**config.mk**
```make
export PLATFORM = sky130hd
export DESIGN_NAME = bin_onehot_codec
export DESIGN_NICKNAME = d
export VERILOG_FILES = /design/src/rtl/bin_onehot_pkg.sv /design/src/rtl/onehot_skid_buf.sv /design/src/rtl/bin_onehot_codec.sv
export SDC_FILE = /design/constraint.sdc
export NUM_CORES = 1
export LEC_CHECK = 0
export ABC_AREA = 1
export CELL_PAD_IN_SITES_DETAIL_PLACEMENT = 0
export CELL_PAD_IN_SITES_GLOBAL_PLACEMENT = 1
export CORE_MARGIN = 5
export CORE_UTILIZATION = 35
export CTS_CLUSTER_SIZE = 10
export DETAILED_ROUTE_END_ITERATION = 10
export GPL_ROUTABILITY_DRIVEN = 1
export PLACE_DENSITY = 0.71
export SLEW_MARGIN = 20
export SYNTH_ARGS = -nofsm -noshare
export SYNTH_HDL_FRONTEND = slang
export SYNTH_SLANG_ARGS = --single-unit
```
**constraint.sdc**
```tcl
create_clock -name clk -period 3.3 [get_ports clk]
set_clock_uncertainty 0.2 [all_clocks]
set_input_delay 0.33 -clock clk [delete_from_list [all_inputs] [get_ports clk]]
set_output_delay 0.33 -clock clk [all_outputs]
set_load 0.01 [all_outputs]
```
**src/rtl/bin_onehot_pkg.sv**
```systemverilog
// Shared types for the binary/one-hot codec: transaction modes, skid-buffer
// states and the result payload layout.
package bin_onehot_pkg;

  localparam int unsigned DEF_BIN_W     = 4;
  localparam int unsigned DEF_ONE_HOT_W = 16;

  typedef enum logic [1:0] {
    DEC  = 2'b00,
    ENC  = 2'b01,
    ROT  = 2'b10,
    RSVD = 2'b11
  } mode_e;

  typedef enum logic [1:0] {
    EMPTY = 2'b00,
    ONE   = 2'b01,
    FULL  = 2'b10
  } skid_state_e;

  // Result payload for the default codec geometry; the top mirrors this layout
  // with its own parameter widths.
  typedef struct packed {
    logic [DEF_BIN_W-1:0]     bin;
    logic [DEF_ONE_HOT_W-1:0] one_hot;
    logic                     err;
  } result_t;

endpackage

```
**src/rtl/onehot_skid_buf.sv**
```systemverilog
// Two-entry valid/ready skid buffer. The head register drives the output
// directly, so data and valid are registered and ready depends only on state.
module onehot_skid_buf
  import bin_onehot_pkg::*;
#(
  parameter int unsigned DATA_W = 8
) (
  input  logic              clk,
  input  logic              reset_n,
  input  logic              valid_i,
  output logic              ready_o,
  input  logic [DATA_W-1:0] data_i,
  output logic              valid_o,
  input  logic              ready_i,
  output logic [DATA_W-1:0] data_o
);

  skid_state_e       state_q, state_d;
  logic [DATA_W-1:0] head_q, head_d;
  logic [DATA_W-1:0] tail_q, tail_d;
  logic              push, pop;

  always_ff @(posedge clk or negedge reset_n) begin
    if (!reset_n) begin
      state_q <= EMPTY;
      head_q  <= '0;
      tail_q  <= '0;
    end else begin
      state_q <= state_d;
      head_q  <= head_d;
      tail_q  <= tail_d;
    end
  end

  // Next state and entry loads; a push that coincides with a pop in ONE replaces the head.
  always_comb begin
    state_d = state_q;
    head_d  = head_q;
    tail_d  = tail_q;
    push    = valid_i && (state_q != FULL);
    pop     = ready_i && (state_q != EMPTY);
    case (state_q)
      EMPTY: begin
        if (push) begin
          head_d  = data_i;
          state_d = ONE;
        end
      end
      ONE: begin
        if (push && pop) begin
          head_d = data_i;
        end else if (push) begin
          tail_d  = data_i;
          state_d = FULL;
        end else if (pop) begin
          state_d = EMPTY;
        end
      end
      FULL: begin
        if (pop) begin
          head_d  = tail_q;
          state_d = ONE;
        end
      end
      default: state_d = EMPTY;
    endcase
  end

  assign ready_o = (state_q != FULL);
  assign valid_o = (state_q != EMPTY);
  assign data_o  = head_q;

endmodule

```
**src/rtl/bin_onehot_codec.sv**
```systemverilog
// Registered binary/one-hot codec (decode, checked encode, one-hot rotate)
// behind a 2-entry skid buffer, with a saturating illegal-transaction counter.
module bin_onehot_codec
  import bin_onehot_pkg::*;
#(
  parameter int unsigned BIN_W     = 4,
  parameter int unsigned ONE_HOT_W = 16,
  parameter int unsigned ERR_CNT_W = 16
) (
  input  logic                 clk,
  input  logic                 reset_n,
  input  logic                 valid_i,
  output logic                 ready_o,
  input  logic [1:0]           mode_i,
  input  logic [BIN_W-1:0]     bin_i,
  input  logic [ONE_HOT_W-1:0] one_hot_i,
  output logic                 valid_o,
  input  logic                 ready_i,
  output logic [BIN_W-1:0]     bin_o,
  output logic [ONE_HOT_W-1:0] one_hot_o,
  output logic                 err_o,
  output logic [ERR_CNT_W-1:0] err_cnt_o
);

  typedef struct packed {
    logic [BIN_W-1:0]     bin;
    logic [ONE_HOT_W-1:0] one_hot;
    logic                 err;
  } codec_res_t;

  localparam int unsigned RES_W = $bits(codec_res_t);

  mode_e                  mode;
  logic [ONE_HOT_W-1:0]   low_bit;
  logic [BIN_W-1:0]       low_idx;
  logic                   hot_err;
  logic [BIN_W-1:0]       rot_amt;
  logic [BIN_W-1:0]       rot_bin;
  logic [2*ONE_HOT_W-1:0] rot_dbl;
  codec_res_t             res;
  codec_res_t             out_q;
  logic                   push;
  logic [ERR_CNT_W-1:0]   err_cnt_q;

  assign mode = mode_e'(mode_i);

  // Lowest-set-bit isolation, its index, and zero/multi-hot detection.
  always_comb begin
    low_bit = one_hot_i & (~one_hot_i + ONE_HOT_W'(1));
    low_idx = '0;
    for (int i = int'(ONE_HOT_W) - 1; i >= 0; i--) begin
      if (one_hot_i[i]) low_idx = BIN_W'(i);
    end
    hot_err = (one_hot_i == '0) || ((one_hot_i & (one_hot_i - ONE_HOT_W'(1))) != '0);
  end

  // Rotate via a doubled vector so non-power-of-two widths wrap correctly.
  always_comb begin
    rot_amt = BIN_W'(32'(bin_i) % ONE_HOT_W);
    rot_dbl = {one_hot_i, one_hot_i} << rot_amt;
    rot_bin = BIN_W'((32'(low_idx) + 32'(bin_i)) % ONE_HOT_W);
  end

  always_comb begin
    res = '0;
    case (mode)
      DEC: begin
        res.bin = bin_i;
        if (32'(bin_i) < ONE_HOT_W) res.one_hot = ONE_HOT_W'(1) << bin_i;
        else                        res.err     = 1'b1;
      end
      ENC: begin
        res.bin     = low_idx;
        res.one_hot = low_bit;
        res.err     = hot_err;
      end
      ROT: begin
        res.bin     = rot_bin;
        res.one_hot = rot_dbl[2*ONE_HOT_W-1 -: ONE_HOT_W];
        res.err     = hot_err;
      end
      default: res.err = 1'b1;
    endcase
  end

  assign push = valid_i && ready_o;

  always_ff @(posedge clk or negedge reset_n) begin
    if (!reset_n) begin
      err_cnt_q <= '0;
    end else if (push && res.err && (err_cnt_q != '1)) begin
      err_cnt_q <= err_cnt_q + ERR_CNT_W'(1);
    end
  end

  onehot_skid_buf #(
    .DATA_W (RES_W)
  ) u_skid (
    .clk     (clk),
    .reset_n (reset_n),
    .valid_i (valid_i),
    .ready_o (ready_o),
    .data_i  (res),
    .valid_o (valid_o),
    .ready_i (ready_i),
    .data_o  (out_q)
  );

  assign bin_o     = out_q.bin;
  assign one_hot_o = out_q.one_hot;
  assign err_o     = out_q.err;
  assign err_cnt_o = err_cnt_q;

endmodule

```
==> impl_metrics.csv <==
group,metric,value,unit
sta,slew_violations,0,
synth,yosysTopAreaCellShare,0.3232,
global_routing,grtUsageTotal,0.1944,
drt,first_iter_violations,438,
sta,fin_crit_sh,0.8907,
critical_path,cp.required,3.33,ns
clock_tree,clock_sinks,60,
floorplanning,dieArea,0.01568,mm2
drt,dr.pass1.iters,6,
flow_run,cap_viol_max_count,0,
finish,fillers,1362,
drt,routed_via_density,5.224,
clock_tree,worstSkewPairLatency,0.32,ns
floorplanning,placementRows,42,
synth,syn_inst,695,
clock_tree,clkSlewWorstSetupHoldPaths,0.05,ns
synth,synthTopCellsByArea,"dfrtp_1, nand2_1, o21ai_0",
global_routing,grt_max_degree,43,
synth,synth.most_common_cell,"nand2_1",
sta,hold_violations,0,
sta,setup_tns,0,ns
pwr,irDropWorstVdd,0.0002232,V
global_routing,grt_pass1_wl,24.98,mm
drt,antenna_left,0,
sta,max_slew_margin,0.3706,
synth,synth_nets,730,
synth,async_flop_share,1.000,
synth,synth_common_cells,"nand2_1, o21ai_0, dfrtp_1",
finish,layout.nets,798,
critical_path,cp.buffers_inverters,2,
floorplanning,initial_core_util,0.3536,
worst_hold_path,min_path_type,"reg2reg",
floorplanning,io_pins,65,
sta,setup_ws,0.3606,ns
clock_tree,cts_tree,"built",
placed_design,portBuffers,64,
sta,worst_slew_pin_slew,0.9441,ns
synth,syn_area_per_cell,6.684,um2
placed_design,place_ws,0.06936,ns
finish,n_antenna_cell,0,
floorplanning,chipWidth,125.2,um
placed_design,dpl-instance-area,0.005559,mm2
placed_design,dp_hpwl,11.59,mm
pwr,fin_total_pwr,2.722,mW
synth,ys_warn_count,0,
placed_design,routabilityCongestion,0.9235,
finish,multiInputGateArea,0.002743,mm2
synth,synth_cell_types,43,
clock_tree,ctsLongestPathBuffers,2,
sta,fmax,340.2,MHz
finish,drive_gt1_frac,0.09635,
drt,vias,4931,
synth,synth-seq-area-share,0.3232,
drt,drc,0,
critical_path,cp_top_family,"simple AND/OR/NAND/NOR gates",
clock_tree,htree_levels,3,
finish,fin_util,0.4469,
critical_path,worst_setup_path_end_kind,"register",
synth,syn_area,0.004646,mm2
critical_path,cpMostUsedCell,"nand2_1",
synth,synth-edff-count,0,
pwr,p_per_area,463.6,mW/mm2
synth,synth-seq-cells,60,
pwr,leakage,2.810,nW
synth,ys_dominant_reg_cell,"dfrtp_1",
global_routing,grt_pass1_vias,4582,
drt,drt_wl_total,15.24,mm
critical_path,slowest_stage,"clkdlybuf4s50_1",
critical_path,cp_max_fo,5,
run_status,outcome,"finished, final reports clean",
critical_path,worstSetupStartpointType,"input port",
floorplanning,placeableCoreArea,0.01314,mm2
finish,area_growth,26.37,%
global_routing,grt.overflow.total,0,
sta,rsz0062_at_grt,"no",
clock_tree,cts_made_buffers,9,
finish,seq_area,0.001501,mm2
global_routing,antenna_found_initial,0,
finish,final_area,0.005871,mm2
synth,synth.largest_area_cell,"dfrtp_1",
sta,finalSetupViolCount,0,
floorplanning,die_h,125.2,um
sta,finalCriticalPeriod,2.939,ns
critical_path,arrival,2.97,ns
drt,wl_per_cell,16.15,um
critical_path,slowest_delay,0.54,ns
critical_path,critPathKind,"in2reg",
clock_tree,cts_root_buf,"clkbuf_16",
state kept, by name (all words and copies together), names as in the netlist:
name	flops
u_skid.data_o	21
err_cnt_o	16
u_skid.tail_q	21
u_skid.state_q	2
layer usage:
layer  global-route usage  vias up  share of wire  wire (um)
li1                     -     2439              -          -
met1               0.2806     2254           0.46       6981
met2               0.2948      207           0.45       6804
met3              0.02644       31          0.062        951
met4              0.07653        0          0.033        506
met5                    0        -              0          0
stage by stage:
step                      cells  hold slack [ns]
after floorplan             695          -0.1656
final                       944           0.2712
after detailed placement    927           0.2605
after global placement      927           0.2573
after global routing        944           0.2883
after CTS                   944           0.2748
cells by family (layout without fill, tap and decap cells):
kind of cell | Yosys count | after routing | share of synthesized area
adder cells (fa/ha/maj) | 9 | 9 | 0.02586
AO/OA/AOI/OAI | 136 | 136 | 0.1597
XOR/XNOR | 16 | 16 | 0.03016
multiplexers | 7 | 7 | 0.01508
AND/OR/NAND/NOR | 368 | 368 | 0.3595
buffers and inverters | 99 | 172 | 0.08645
flip-flops | 60 | 60 | 0.3232
where the power goes:
group / total, mW / internal (mW) / leakage, nW / switching [mW]
logic: 0.827 / 0.364 / 1.86 / 0.463
clock network: 0.913 / 0.611 / 0.149 / 0.302
registers: 0.982 / 0.880 / 0.798 / 0.102
total: 2.72 / 1.85 / 2.81 / 0.868
cell usage in the layout, fill, tap and decap left out, types with 12 or more instances in the layout:
master           count
dfrtp_1             60
nand2_1            220
inv_1               58
buf_4               27
nor3_1              16
o21ai_0             80
xor2_1              12
nand4_1             23
nor2_1              31
clkdlybuf4s50_1     63
a21oi_1             27
nand3_1             47
timing repair:
action                                 CTS  global route
setup endpoints to repair                0             0
gates resized for setup                  0             0
endpoints found under the hold margin   41             0
buffers inserted                         0             0
hold buffers                             1             0
worst paths after layout:
path	start	slack (ns)	end	cells after the start
worst max-delay path	one_hot_i[14]	0.36	u_skid.data_o[20]$_DFFE_PN0P_	26
worst min register to register	u_skid.tail_q[9]$_DFFE_PN0P_	0.27	u_skid.tail_q[9]$_DFFE_PN0P_	2
worst min-delay path	u_skid.tail_q[9]$_DFFE_PN0P_	0.27	u_skid.tail_q[9]$_DFFE_PN0P_	2
worst max register to register	err_cnt_o[0]$_DFFE_PN0P_	0.82	err_cnt_o[0]$_DFFE_PN0P_	7
max in group asynchronous	reset_n	1.57	err_cnt_o[6]$_DFFE_PN0P_	3
min in group asynchronous	reset_n	0.50	u_skid.tail_q[3]$_DFFE_PN0P_	2
final cells by class:
| class | instances | share of cell area |
|---|---|---|
| Multi-Input combinational cell | 536 | 0.4672 |
| Sequential cell | 60 | 0.2558 |
| Timing Repair Buffer | 93 | 0.1479 |
| Clock buffer | 16 | 0.05136 |
| Inverter | 63 | 0.04028 |
| Tap cell | 176 | 0.03751 |
worst register-to-register path: stages (launching register included):
cell	delay [ns]
dfrtp_1	0.42
ha_1	0.24
nand4_1	0.22
nor2_1	0.26
nand4_2	0.46
nand3_4	0.46
nand2_1	0.10
nand2_1	0.06
Note: power is estimated with default switching activity, not from simulation.
==> RTL change 1 (same settings) <==
Register the input `mode_i` before use, without a reset. The logic sees it one clock later. The other inputs are not delayed to match.
--- a/src/rtl/bin_onehot_codec.sv
+++ b/src/rtl/bin_onehot_codec.sv
@@ -31,4 +31,10 @@
   localparam int unsigned RES_W = $bits(codec_res_t);
 
+  logic [1:0] mode_q;
+
+  always_ff @(posedge clk) begin
+    mode_q <= mode_i;
+  end
+
   mode_e                  mode;
   logic [ONE_HOT_W-1:0]   low_bit;
@@ -43,5 +49,5 @@
   logic [ERR_CNT_W-1:0]   err_cnt_q;
 
-  assign mode = mode_e'(mode_i);
+  assign mode = mode_e'(mode_q);
 
   // Lowest-set-bit isolation, its index, and zero/multi-hot detection.
Behaviour: not the same (a bounded check fails within 4 cycles, from zero or initial values and one cycle with reset_n low).
==> RTL change 1 against the unedited design <==
- final cell count up 1.7%
- power up 7.2%
- sequential cell count up 2
- setup slack worse by 0.0057 ns
- wire length up 1.6%
- cell area up 1.6%
- global-route usage down 0.076 points
- synthesized area up 1.9%
- highest routed layer unchanged
==> RTL change 1: results (changes against the unedited design) <==
NumNets Final - 814 (was 798)
Worst Reg-to-Reg Cells - 11 (was 7)
Vias per inst - 5.144 (was 5.224)
Top cells by area, synth - dfrtp_1, nand2_1, o21ai_0 (unchanged)
Least-Margin Pin Slew - 0.7738 ns (was 0.9441 ns)
1st-pass router iterations - 5 (was 6)
Wire per inst - 16.13 um (was 16.15 um)
Global-route wire length before repair - 25100 um (was 24980 um)
Status - finished clean (unchanged)
Clk Latency, worst-skew pair - 0.32 ns (about the same)
Met3 Track Usage GR - 0.04203 (was 0.02644)
CTS Buffer Depth - 2 (unchanged)
Gpl congestion - 0.9107 (was 0.9235)
Initial drt markers - 446 (was 438)
Hold Path Class - in2reg (was reg2reg)
Worst Path Arrival - 2.97 ns (about the same)
YS warnings - 0 (unchanged)
Hold endpoint - mode[1] (was u_skid.tail_q[9])
Hold Startpoint - mode_i[1] (was u_skid.tail_q[9])
Cell family with most CP delay - simple AND/OR/NAND/NOR gates (unchanged)
Clock transition at the registers of the reported paths - 0.05 ns (about the same)
Root buf cell - clkbuf_16 (unchanged)
Crit-path max FO - 5 (unchanged)
Setup slack, reg-to-reg - 0.66 ns (was 0.82 ns)
Antenna Cells - 0 (unchanged)
Crit path largest cell delay - 0.49 ns (was 0.54 ns)
Peak supply drop - 455.2 uV (was 223.2 uV)
Primary FF master, synth - dfrtp_1 (unchanged)
Sequential fraction of the synthesis area - 0.3255 (was 0.3232)
Net Count, Synth - 751 (was 730)
Share of cells above drive strength 1 - 0.09566 (was 0.09635)
Vias in the first global route - 4626 (was 4582)
Pleak - 2.782 nW (was 2.810 nW)
PostCTS Resize Cnt - 0 (unchanged)
Setup Buffers After CTS - 0 (unchanged)
CTS Buf Count - 9 (unchanged)
Switching share of power - 0.3146 (was 0.3188)
Reg2reg end - err_cnt_o[3] (was err_cnt_o[0])
Global routing usage on met2 - 0.3055 (was 0.2948)
Synth top cells by count - nand2_1, o21ai_0, dfrtp_1, inv_1, nand3_1 (unchanged)
RR Startpoint - err_cnt_o[0] (unchanged)
M1 GR Usage - 0.2756 (was 0.2806)
WHS Path Cells - 1 (was 2)
Initial antenna violation count - 0 (unchanged)
Post-synth ARST share - 0.9677 (was 1.000)
H-tree depth - 3 (unchanged)
Post-synthesis cell type count - 41 (was 43)
Final HPWL DP - 11810 um (was 11590 um)
Buffers on Ports - 64 (unchanged)
CP max stage cell - clkdlybuf4s50_1 (unchanged)
Largest net degree at the start of global routing - 61 (was 43)
Setup Viol. Count Final - 0 (unchanged)
Total GRT Usage - 0.1936 (was 0.1944)
==> RTL change 1: cell types whose count changed in the layout (fill, tap and decap cells not counted), moves of 5 or more <==
cell / change
nand3_1: +5
o21ai_0: +9
o21ai_1: -6
buf_4: -5
nand2_1: +10
clkbuf_8: -5
==> RTL change 1: worst max path at each step <==
stage	from	to	slack [ns]
global route	one_hot_i[13]	u_skid.tail_q[20]	0.06
detailed placement	one_hot_i[13]	u_skid.tail_q[20]	0.03
floorplan	one_hot_i[12]	u_skid.data_o[20]	0.91
global placement	one_hot_i[2]	err_cnt_o[1]	0.14
finish	one_hot_i[13]	u_skid.tail_q[20]	0.35
CTS	one_hot_i[13]	u_skid.tail_q[20]	0.36
==> RTL change 1: cell type report <==
type / instances / area (um2)
Fill cell: 1384 / 7278
Multi-Input combinational cell: 553 / 2784
Sequential cell: 62 / 1541
Timing Repair Buffer: 88 / 830.8
Inverter: 65 / 249.0
Clock buffer: 10 / 229.0
Tap cell: 176 / 220.2
Clock inverter: 6 / 110.1
==> RTL change 1: metrics by stage <==
stage,instance area [um2],hold WS [ns],worst slack (ns),util,cells
after floorplan,4736,-0.1656,0.9135,-,716
after CTS,5964,0.2368,0.3561,0.4504,960
after detailed placement,5615,0.2601,0.02526,0.4240,943
final,5964,0.2479,0.3549,0.4504,960
after global placement,5615,0.2582,0.1401,0.4240,943
after global routing,5964,0.2376,0.06177,0.4504,960
==> RTL change 1: cell families after synthesis <==
kind of cell,synth area share
AO/OA/AOI/OAI,0.1535
XOR/XNOR,0.02959
adder cells (fa/ha/maj),0.02536
buffers and inverters,0.08666
flip-flops,0.3255
multiplexers,0.01057
AND/OR/NAND/NOR,0.3688
==> RTL change 1: power by group through the flow <==
stage / Sequential (mW) / Combinational, mW / Clock [mW]
global placement: 1.02 / 0.829 / 0
floorplan: 1.04 / 0.417 / 0
CTS: 1.01 / 0.843 / 1.09
global route: 1.03 / 0.933 / 1.13
finish: 1.01 / 0.836 / 1.07
detailed placement: 1.03 / 0.837 / 0
==> RTL change 1: timing repair <==
action                                 4_1_cts  5_1_grt
hold buffers                                 1        0
setup endpoints to repair                    0        0
endpoints found under the hold margin       27        0
==> RTL change 1: per-layer routing <==
layer	part of all wire	up-vias	wire length [um]
met5	0	-	0
met4	0.0058	0	90
met3	0.051	10	793
met2	0.45	146	7003
met1	0.49	2295	7598
li1	-	2487	-
==> RTL change 2 (config.mk and constraints unchanged) <==
Made on the original files. The parameter `BIN_W` goes from 4 to 3.
--- a/src/rtl/bin_onehot_codec.sv
+++ b/src/rtl/bin_onehot_codec.sv
@@ -4,5 +4,5 @@
   import bin_onehot_pkg::*;
 #(
-  parameter int unsigned BIN_W     = 4,
+  parameter int unsigned BIN_W     = 3,
   parameter int unsigned ONE_HOT_W = 16,
   parameter int unsigned ERR_CNT_W = 16
Interface: changed (resized bin_i and bin_o); port bits go from 65 to 63. No check against the original RTL was run, so the function may have changed too.
==> RTL change 2 against the unedited design <==
- cell area down 7.3%
- sequential cell count down 2
- wire length down 15%
- utilization up 0.81 points
- synthesized area down 8.5%
- setup slack better by 0.032 ns
- power up 9.0%
- hold slack about the same
- critical path type unchanged
- largest cell class unchanged
==> RTL change 2: results (changes against the unedited design) <==
Global-route wire length before repair - 21200 um (was 24980 um)
CTS Buf Count - 9 (unchanged)
DR top layer - met4 (unchanged)
RR Startpoint - err_cnt_o[1] (was err_cnt_o[0])
Post-synth EDFFs - 0 (unchanged)
Post-synth ARST share - 1.000 (unchanged)
Clk Latency, worst-skew pair - 0.32 ns (about the same)
Adder-cell share of the synthesized area - 0.02237 (was 0.02586)
Vias in the first global route - 4066 (was 4582)
Final HPWL DP - 9747 um (was 11590 um)
Sequential Power - 1.03 mW (was 0.982 mW)
Met3 Wirelength - 661 um (was 951 um)
Synth top cells by count - nand2_1, inv_1, dfrtp_1, nand3_1, nor2_1 (was nand2_1, o21ai_0, dfrtp_1, inv_1, nand3_1)
Met2 Wirelength - 5744 um (was 6804 um)
Clock-net power - 0.988 mW (was 0.913 mW)
DRT Wirelength - 12880 um (was 15240 um)
Placed inst area - 5107 um2 (was 5559 um2)
Setup slack, reg-to-reg - 1.09 ns (was 0.82 ns)
YS warnings - 0 (unchanged)
Antenna Cells - 0 (unchanged)
NumNets Final - 713 (was 798)
Least-Margin Pin Slew - 0.8131 ns (was 0.9441 ns)
CTS Buffer Depth - 2 (unchanged)
Share of cells above drive strength 1 - 0.1285 (was 0.09635)
Reg2reg end - err_cnt_o[7] (was err_cnt_o[0])
H-tree depth - 3 (unchanged)
Initial drt markers - 406 (was 438)
P_sw - 0.9554 mW (was 0.8676 mW)
Compound-gate portion of the synthesized area - 0.1707 (was 0.1597)
Hold endpoint - u_skid.tail_q[16] (was u_skid.tail_q[9])
Multiplexer share of the synthesized area - 0.004710 (was 0.01508)
Crit-path max FO - 4 (was 5)
Total GRT Usage - 0.1837 (was 0.1944)
WHS Path Cells - 2 (unchanged)
Via count - 4220 (was 4931)
Net Count, Synth - 646 (was 730)
Initial antenna violation count - 0 (unchanged)
Sequential fraction of the synthesis area - 0.3415 (was 0.3232)
Status - finished clean (unchanged)
Hold Path Class - reg2reg (unchanged)
Worst Reg-to-Reg Cells - 10 (was 7)
Gpl congestion - 0.8745 (was 0.9235)
Top cells by area, synth - dfrtp_1, nand2_1, nand3_1 (was dfrtp_1, nand2_1, o21ai_0)
Peak supply drop - 335.0 uV (was 223.2 uV)
M1 WL - 6293 um (was 6981 um)
Pleak - 2.506 nW (was 2.810 nW)
1st-pass router iterations - 5 (was 6)
Root buf cell - clkbuf_16 (unchanged)
Xor and xnor area share after synthesis - 0.03503 (was 0.03016)
Clock transition at the registers of the reported paths - 0.05 ns (about the same)
Buffers on Ports - 62 (was 64)
Hold Startpoint - u_skid.tail_q[16] (was u_skid.tail_q[9])
Largest net degree at the start of global routing - 38 (was 43)
Post-synthesis cell type count - 43 (unchanged)
Worst Path Arrival - 2.95 ns (was 2.97 ns)
Setup Buffers After CTS - 0 (unchanged)
==> RTL change 2: cell count changes in the layout (fill, tap and decap cells not counted), moves of 5 or more <==
cell     before  now
nand4_1      23    2
o21ai_1       6    0
xnor2_1       4   10
o21ai_2       0   15
o21ai_0      80   42
a21oi_1      27   47
xor2_1       12    7
nor2_1       31   49
nand3_1      47   58
nor3_1       16    6
nand2_1     220  163
buf_4        27   20
mux2i_1       7    2
==> RTL change 2: worst max-delay path: stages <==
cell             delay (ns)
clkdlybuf4s50_1        0.48
nand2_1                0.10
nand2_1                0.05
nand2_1                0.05
nand2_1                0.05
nand2_1                0.06
nand2_1                0.05
nand2_1                0.07
nand2_1                0.06
nand2_1                0.05
nand2_1                0.05
nand2_1                0.06
nand2_1                0.05
nand2_1                0.06
nand2_1                0.07
ha_1                   0.19
fa_1                   0.38
xnor2_1                0.15
xor2_1                 0.16
o211ai_1               0.21
nand3_1                0.10
a21oi_1                0.13
==> RTL change 2: per-layer routing <==
layer / up-vias / GRT usage
li1: 2135 / -
met1: 1945 / 0.2658
met2: 128 / 0.2740
met3: 12 / 0.04584
met4: 0 / 0.04653
met5: - / 0
==> RTL change 2: area by class of cell <==
| type | count | area, um2 |
|---|---|---|
| Fill cell | 1205 | 6520 |
| Multi-Input combinational cell | 463 | 2424 |
| Sequential cell | 58 | 1451 |
| Timing Repair Buffer | 85 | 815.8 |
| Clock buffer | 14 | 294.0 |
| Inverter | 64 | 242.7 |
| Tap cell | 147 | 183.9 |
| Clock inverter | 1 | 30.03 |
==> RTL change 2: worst max-delay path by stage <==
| stage | slack [ns] | startpoint | to | cells past startpoint |
|---|---|---|---|---|
| 2_1_floorplan | 0.80 | one_hot_i[14] | u_skid.data_o[19] | 22 |
| 3_3_place_gp | 0.08 | one_hot_i[14] | u_skid.data_o[19] | 23 |
| 3_5_place_dp | 0.08 | one_hot_i[15] | u_skid.data_o[19] | 22 |
| 4_1_cts | 0.41 | one_hot_i[15] | u_skid.data_o[19] | 22 |
| 5_1_grt | 0.14 | one_hot_i[14] | u_skid.data_o[19] | 23 |
| 6_report | 0.39 | one_hot_i[15] | u_skid.data_o[19] | 22 |
==> RTL change 2: stage by stage <==
stage               std cells  utilization  total power, mW  setup slack, ns  hold WS, ns
floorplan                 614            -            1.527           0.8023      -0.1656
global placement          816       0.4270            1.981          0.07856       0.1263
detailed placement        816       0.4270            1.993          0.08406       0.1282
CTS                       832       0.4549            3.007           0.4094       0.2751
global route              832       0.4549            3.170           0.1420       0.3020
finish                    832       0.4549            2.968           0.3925       0.2709
==> RTL change 2: timing repair <==
| item | 4_1_cts | 5_1_grt |
|---|---|---|
| endpoints found under the hold margin | 18 | 0 |
| gates resized for setup | 0 | 0 |
| hold buffers | 1 | 0 |
